--- src/rtl/fu_exec_complete.sv ---
// fu_exec_complete
//   Execution/completion stage behind the reservation station. Three issue
//   ports (ALU0, ALU1, LSU) execute and broadcast on two writeback buses.
//   Bus 0 belongs to ALU0 alone. ALU1 and the LSU share bus 1 through a
//   round-robin arbiter.
//
// Ports
//   clk, rst                  clock, async active-high reset
//   iss_valid[2:0]            issue strobe per FU (0 ALU0, 1 ALU1, 2 LSU)
//   iss_*K                    per-port opcode/funct3/alt/rd/rob/a/b/imm
//   fu_free[2:0]              FU can accept an issue this cycle
//   wbN_valid/we/preg/data/rob  writeback broadcast, N = 0,1
//   mem_req/we/addr/wdata/size  LSU memory request
//   mem_ack, mem_rdata        memory handshake pulse and load data
module fu_exec_complete #(
  parameter int PREG_WIDTH = 6,
  parameter int ROB_WIDTH  = 6
) (
  input  logic                  clk,
  input  logic                  rst,
  input  logic [2:0]            iss_valid,
  input  logic [6:0]            iss_opcode0, iss_opcode1, iss_opcode2,
  input  logic [2:0]            iss_funct30, iss_funct31, iss_funct32,
  input  logic                  iss_alt0, iss_alt1, iss_alt2,
  input  logic [PREG_WIDTH-1:0] iss_rd0, iss_rd1, iss_rd2,
  input  logic [ROB_WIDTH-1:0]  iss_rob0, iss_rob1, iss_rob2,
  input  logic [31:0]           iss_a0, iss_a1, iss_a2,
  input  logic [31:0]           iss_b0, iss_b1, iss_b2,
  input  logic [31:0]           iss_imm0, iss_imm1, iss_imm2,
  output logic [2:0]            fu_free,
  output logic                  wb0_valid, wb0_we,
  output logic [PREG_WIDTH-1:0] wb0_preg,
  output logic [31:0]           wb0_data,
  output logic [ROB_WIDTH-1:0]  wb0_rob,
  output logic                  wb1_valid, wb1_we,
  output logic [PREG_WIDTH-1:0] wb1_preg,
  output logic [31:0]           wb1_data,
  output logic [ROB_WIDTH-1:0]  wb1_rob,
  output logic                  mem_req, mem_we,
  output logic [31:0]           mem_addr, mem_wdata,
  output logic [2:0]            mem_size,
  input  logic                  mem_ack,
  input  logic [31:0]           mem_rdata
);

  localparam logic [6:0] OP_R     = 7'b0110011;
  localparam logic [6:0] OP_I     = 7'b0010011;
  localparam logic [6:0] OP_LUI   = 7'b0110111;
  localparam logic [6:0] OP_STORE = 7'b0100011;

  typedef enum logic [1:0] {S_IDLE, S_REQ, S_WB} lsu_state_t;

  function automatic logic [31:0] alu(input logic [6:0] op, input logic [2:0] f3,
                                      input logic alt, input logic [31:0] a,
                                      input logic [31:0] b, input logic [31:0] imm);
    logic [31:0] op2;
    logic [31:0] y;
    op2 = (op == OP_R) ? b : imm;
    case (f3)
      3'b000:  y = (op == OP_R && alt) ? a - op2 : a + op2;
      3'b001:  y = a << op2[4:0];
      3'b010:  y = {31'd0, $signed(a) < $signed(op2)};
      3'b011:  y = {31'd0, a < op2};
      3'b100:  y = a ^ op2;
      3'b101:  y = alt ? $unsigned($signed(a) >>> op2[4:0]) : a >> op2[4:0];
      3'b110:  y = a | op2;
      default: y = a & op2;
    endcase
    if (op == OP_LUI)                y = imm;
    else if (op != OP_R && op != OP_I) y = 32'd0;
    return y;
  endfunction

  // ---------------- ALU0 / bus 0 ----------------
  logic                  r_wb0_v;
  logic [PREG_WIDTH-1:0] r_wb0_rd;
  logic [ROB_WIDTH-1:0]  r_wb0_rob;
  logic [31:0]           r_wb0_d;

  always_ff @(posedge clk or posedge rst) begin
    if (rst) begin
      r_wb0_v   <= 1'b0;
      r_wb0_rd  <= '0;
      r_wb0_rob <= '0;
      r_wb0_d   <= '0;
    end else begin
      r_wb0_v <= iss_valid[0];
      if (iss_valid[0]) begin
        r_wb0_rd  <= iss_rd0;
        r_wb0_rob <= iss_rob0;
        r_wb0_d   <= alu(iss_opcode0, iss_funct30, iss_alt0, iss_a0, iss_b0, iss_imm0);
      end
    end
  end

  assign wb0_valid = r_wb0_v;
  assign wb0_we    = r_wb0_v;
  assign wb0_preg  = r_wb0_rd;
  assign wb0_rob   = r_wb0_rob;
  assign wb0_data  = r_wb0_d;

  // ---------------- ALU1 pending / LSU state ----------------
  logic                  r_p1_v;
  logic [PREG_WIDTH-1:0] r_p1_rd;
  logic [ROB_WIDTH-1:0]  r_p1_rob;
  logic [31:0]           r_p1_d;

  lsu_state_t            r_state, w_next;
  logic [31:0]           r_l_addr, r_l_wdata, r_l_data;
  logic [2:0]            r_l_size;
  logic                  r_l_we;
  logic [PREG_WIDTH-1:0] r_l_rd;
  logic [ROB_WIDTH-1:0]  r_l_rob;

  logic                  r_last_l;   // 1: LSU was granted last
  logic                  w_pend_l, w_gnt_1, w_gnt_l, w_free1;
  logic [31:0]           w_ld_ext;
  logic                  w_unused;

  assign w_unused = iss_alt2;        // LSU has no use for funct7[5]

  assign w_pend_l = (r_state == S_WB);
  assign w_gnt_1  = r_p1_v  & (~w_pend_l | r_last_l);
  assign w_gnt_l  = w_pend_l & (~r_p1_v  | ~r_last_l);
  // A grant frees the slot in the same cycle so ALU1 can stream one per cycle.
  assign w_free1  = ~r_p1_v | w_gnt_1;

  assign fu_free  = {r_state == S_IDLE, w_free1, 1'b1};

  always_ff @(posedge clk or posedge rst) begin
    if (rst) begin
      r_p1_v   <= 1'b0;
      r_p1_rd  <= '0;
      r_p1_rob <= '0;
      r_p1_d   <= '0;
      r_last_l <= 1'b1;
    end else begin
      if (w_gnt_1)      r_last_l <= 1'b0;
      else if (w_gnt_l) r_last_l <= 1'b1;
      if (iss_valid[1] && w_free1) begin
        r_p1_v   <= 1'b1;
        r_p1_rd  <= iss_rd1;
        r_p1_rob <= iss_rob1;
        r_p1_d   <= alu(iss_opcode1, iss_funct31, iss_alt1, iss_a1, iss_b1, iss_imm1);
      end else if (w_gnt_1) begin
        r_p1_v <= 1'b0;
      end
    end
  end

  // Load data extension by access size
  always_comb begin
    w_ld_ext = mem_rdata;
    case (r_l_size)
      3'b000:  w_ld_ext = {{24{mem_rdata[7]}},  mem_rdata[7:0]};
      3'b001:  w_ld_ext = {{16{mem_rdata[15]}}, mem_rdata[15:0]};
      3'b100:  w_ld_ext = {24'd0, mem_rdata[7:0]};
      3'b101:  w_ld_ext = {16'd0, mem_rdata[15:0]};
      default: w_ld_ext = mem_rdata;
    endcase
  end

  always_ff @(posedge clk or posedge rst) begin
    if (rst) r_state <= S_IDLE;
    else     r_state <= w_next;
  end

  always_comb begin
    w_next = r_state;
    case (r_state)
      S_IDLE:  if (iss_valid[2]) w_next = S_REQ;
      S_REQ:   if (mem_ack)      w_next = S_WB;
      S_WB:    if (w_gnt_l)      w_next = S_IDLE;
      default: w_next = S_IDLE;
    endcase
  end

  always_ff @(posedge clk or posedge rst) begin
    if (rst) begin
      r_l_addr  <= '0;
      r_l_wdata <= '0;
      r_l_data  <= '0;
      r_l_size  <= '0;
      r_l_we    <= 1'b0;
      r_l_rd    <= '0;
      r_l_rob   <= '0;
    end else begin
      if (r_state == S_IDLE && iss_valid[2]) begin
        r_l_addr  <= iss_a2 + iss_imm2;
        r_l_wdata <= iss_b2;
        r_l_size  <= iss_funct32;
        r_l_we    <= (iss_opcode2 == OP_STORE);
        r_l_rd    <= iss_rd2;
        r_l_rob   <= iss_rob2;
      end
      // Stores broadcast zero data.
      if (r_state == S_REQ && mem_ack)
        r_l_data <= r_l_we ? 32'd0 : w_ld_ext;
    end
  end

  assign mem_req   = (r_state == S_REQ);
  assign mem_we    = mem_req & r_l_we;
  assign mem_addr  = r_l_addr;
  assign mem_wdata = r_l_wdata;
  assign mem_size  = r_l_size;

  // ---------------- bus 1 mux ----------------
  assign wb1_valid = w_gnt_1 | w_gnt_l;
  assign wb1_we    = w_gnt_1 | (w_gnt_l & ~r_l_we);
  assign wb1_preg  = w_gnt_1 ? r_p1_rd  : (w_gnt_l ? r_l_rd   : '0);
  assign wb1_rob   = w_gnt_1 ? r_p1_rob : (w_gnt_l ? r_l_rob  : '0);
  assign wb1_data  = w_gnt_1 ? r_p1_d   : (w_gnt_l ? r_l_data : 32'd0);

endmodule
--- config.mk ---
export PLATFORM = sky130hd
export DESIGN_NAME = fu_exec_complete
export DESIGN_NICKNAME = d
export VERILOG_FILES = /design/src/rtl/fu_exec_complete.sv
export SDC_FILE = /design/constraint.sdc
export NUM_CORES = 2
export LEC_CHECK = 0
export ABC_AREA = 1
export CAP_MARGIN = 30
export CORE_MARGIN = 2
export CORE_UTILIZATION = 50
export CTS_BUF_LIST = sky130_fd_sc_hd__clkbuf_4 sky130_fd_sc_hd__clkbuf_8 sky130_fd_sc_hd__clkbuf_16
export CTS_CLUSTER_DIAMETER = 150
export DETAILED_ROUTE_END_ITERATION = 7
export GPL_ROUTABILITY_DRIVEN = 0
export PLACE_DENSITY = 0.74
export SYNTH_ARGS = -nofsm -noshare
export SYNTH_HDL_FRONTEND = slang
export SYNTH_SLANG_ARGS = --single-unit
export TNS_END_PERCENT = 1
--- constraint.sdc ---
create_clock -name clk -period 16.8 [get_ports clk]
set_clock_uncertainty 0.15 [all_clocks]
set_input_delay 3.36 -clock clk [delete_from_list [all_inputs] [get_ports clk]]
set_output_delay 3.36 -clock clk [all_outputs]
set_load 0.005 [all_outputs]
==> results.json <==
{
  "status": "finished, violations left",
  "violations": "design-rule violations",
  "grt_pass1_wl_mm": 220,
  "worst_slack_ns": 8.42,
  "cts_max_level": 1,
  "clk_latency_ns": 0.56,
  "tightest_slew_ns": 1.11,
  "vias": 39933,
  "min_period_over_period": 0.499,
  "die_w_um": 249,
  "holdWs_ns": 0.325,
  "path_delay_family": "compound AO/OA/AOI/OAI gates",
  "yosys.area.top_type": "nand2_1",
  "powerDensity_mw_per_mm2": 79.1,
  "wirelength_mm": 151,
  "cp_cell_sequence": "clkdlybuf4s50_1 > nand2_1 > nor2_4 > buf_4 > nand2_4 > o21ai_0 > inv_1 > ha_1 > nor2_1 > inv_1 > nor2_1 > inv_1 > nor3_1 > nand2_1 > nand2_1 > nor2_1 > o31ai_1 > nand2_1 > a21oi_1 > nor2_1",
  "dp_hpwl_mm": 119,
  "cts.sinks": 205,
  "power_mw": 2.91,
  "switchingPower_mw": 1.31,
  "cpPeakStageDelay_ns": 1.03,
  "grt_max_degree": 85,
  "initial_core_util": 0.507,
  "grt_pass1_vias": 35497,
  "setup_viol": 0,
  "grt_usage": 0.464,
  "postCtsSetupBuffers": 0,
  "critical_path_class": "input port to flip-flop",
  "worstPathRequired_ns": 17.08,
  "dp_slack_ns": 8.35,
  "crit_fanout": 62,
  "leakagePower_nw": 18.4,
  "via_per_inst": 6.13,
  "synth_edf_count": 0,
  "fmax_ghz": 0.119,
  "design_area_mm2": 0.0367,
  "final_common_cell": "nand2_1",
  "crit_path_top_delay_cell": "o21ai_0",
  "cts_made_buffers": 25,
  "async_flop_share": 1.00,
  "placed_cell_area_mm2": 0.0359,
  "slew_violations": 0,
  "avgSynthCellArea_um2": 5.62,
  "num_rows": 89,
  "drc": 18,
  "first_pass_iters": 8,
  "layout.cells.non_filler": 6519,
  "tns_ns": 0,
  "core_mm2": 0.0592,
  "ctsResizeCount": 0,
  "final_antenna_net_count": 0,
  "yosys-top-cells-area": "nand2_1, dfrtp_1, nand3_1",
  "pwr-share-seq": 0.254,
  "syn_inst": 5343,
  "swShare": 0.452,
  "antenna_found_initial": 16,
  "io_pins": 559,
  "p_clk_frac": 0.200,
  "ys_types": 62,
  "yosysSeqAreaShare": 0.171,
  "cts-root-buf": "clkbuf_16",
  "tritoncts": "built",
  "drv_cap": 0,
  "cp-start-kind": "input port",
  "cts.clk_slew.worst_paths_ns": 0.06,
  "ir_drop_mv": 0.118,
  "hold_class": "flip-flop to flip-flop",
  "place_inst": 6466,
  "num-nets-final": 6331,
  "wire_per_inst_um": 23.1,
  "synth_ff_type": "dfrtp_1",
  "syn-num-nets": 5954,
  "fin_util": 0.620,
  "rsz0062_at_grt": "no",
  "critPathCaptureType": "flip-flop",
  "final_cell_mix": "nand2_1, nand3_1, inv_1",
  "fin_crit_ns": 8.38,
  "drtIter0Drc": 6222,
  "max_slew_margin": 0.249,
  "crit_buf_inv": 5,
  "post-synth-top-area-fraction": 0.189,
  "cts_max_path_buffers": 3,
  "intPower_mw": 1.59,
  "area_growth_pct": 22.4,
  "yosys_register_bits": 205,
  "pwr-share-comb": 0.546,
  "cts_hold_buf": 0,
  "layout-drive-gt1-share": 0.0340,
  "gr-total-overflow": 0,
  "die_height_um": 249,
  "io_buffers": 556,
  "die-area_mm2": 0.0620,
  "synth_area_mm2": 0.0300,
  "worstPathArrival_ns": 8.65,
  "hold_violations": 0,
  "ys.warnings.count": 0
}
layer usage:
layer / share of wire / GRT usage / vias to the layer above / routed length, µm
met5: 0.0010 / 0 / - / 153
met4: 0.070 / 0.260 / 20 / 10600
met3: 0.17 / 0.207 / 650 / 25800
met2: 0.38 / 0.636 / 3153 / 57600
met1: 0.38 / 0.600 / 17785 / 56600
li1: - / - / 18325 / -
power by group through the flow:
stage                     logic [mW]  registers, mW  clock network (mW)
final                           1.58          0.739               0.582
after CTS                       1.53          0.734               0.584
after global placement          1.50          0.736                   0
after detailed placement        1.52          0.738                   0
after global routing            1.69          0.751               0.602
after floorplan                0.795          0.727                   0
registers in the layout, summed over array words and instances (netlist names):
| signal | flops |
|---|---|
| r_p1_d | 32 |
| r_p1_rob | 6 |
| r_l_we | 1 |
| r_p1_rd | 6 |
| r_l_rob | 6 |
| wb0_rob | 6 |
| r_p1_v | 1 |
| wb0_data | 32 |
| wb0_preg | 6 |
| r_l_data | 32 |
| r_l_rd | 6 |
| r_last_l | 1 |
| r_state | 2 |
| mem_size | 3 |
| mem_wdata | 32 |
| mem_addr | 32 |
| wb0_valid | 1 |
kinds of logic after synthesis:
family	count (synthesis)	share of synthesized area
AOI/OAI and AO/OA	1077	0.201
and+or+nand+nor	2876	0.402
buffers and inverters	925	0.122
DFF	205	0.171
muxes	16	0.00583
adders and majority gates	216	0.0907
other	1	0.000125
xor gates and xnor gates	27	0.00787
Yosys cell counts (12+ instances only):
cell      count
nand2_1    1512
nand3_1     671
inv_1       645
nor2_1      527
a21oi_1     408
o21ai_0     347
ha_1        213
dfrtp_1     204
clkbuf_1    146
o21ai_1      62
buf_2        61
o211ai_1     60
nor3_1       47
a211oi_1     34
buf_1        31
nand4_1      31
o22ai_1      31
a31oi_1      30
or2_2        23
xor2_1       21
o32ai_1      16
nand2_2      15
buf_4        14
clkinv_1     12
mux2_2       12
o31ai_1      12
worst min-delay path, stage by stage, from the launching register on:
cell and delay [ns]:
dfrtp_1 0.34, nand2_1 0.05, nand2_1 0.05
cell type report:
type,count,area [µm²]
antenna,9,22.5
clock buffer,34,724
clock inverter,10,134
fill,6041,22500
inverter,666,2510
multi-input combinational,4213,21300
sequential,205,5130
tap,773,967
timing repair buffer,609,5970
path summary, 6_finish.rpt:
path | from | endpoint | slack (ns) | depth (start not counted)
hold / removal | mem_addr[21] | mem_addr[21] | 0.32 | 2
setup reg to reg | r_state[1] | r_l_data[29] | 14.20 | 8
hold reg to reg | mem_addr[21] | mem_addr[21] | 0.32 | 2
min in group asynchronous | rst | mem_wdata[7] | 3.11 | 2
max in group asynchronous | rst | r_l_data[3] | 12.01 | 3
setup / recovery | iss_opcode0[4] | wb0_data[13] | 8.42 | 20
No activity file was read; power rests on OpenSTA's default activity.
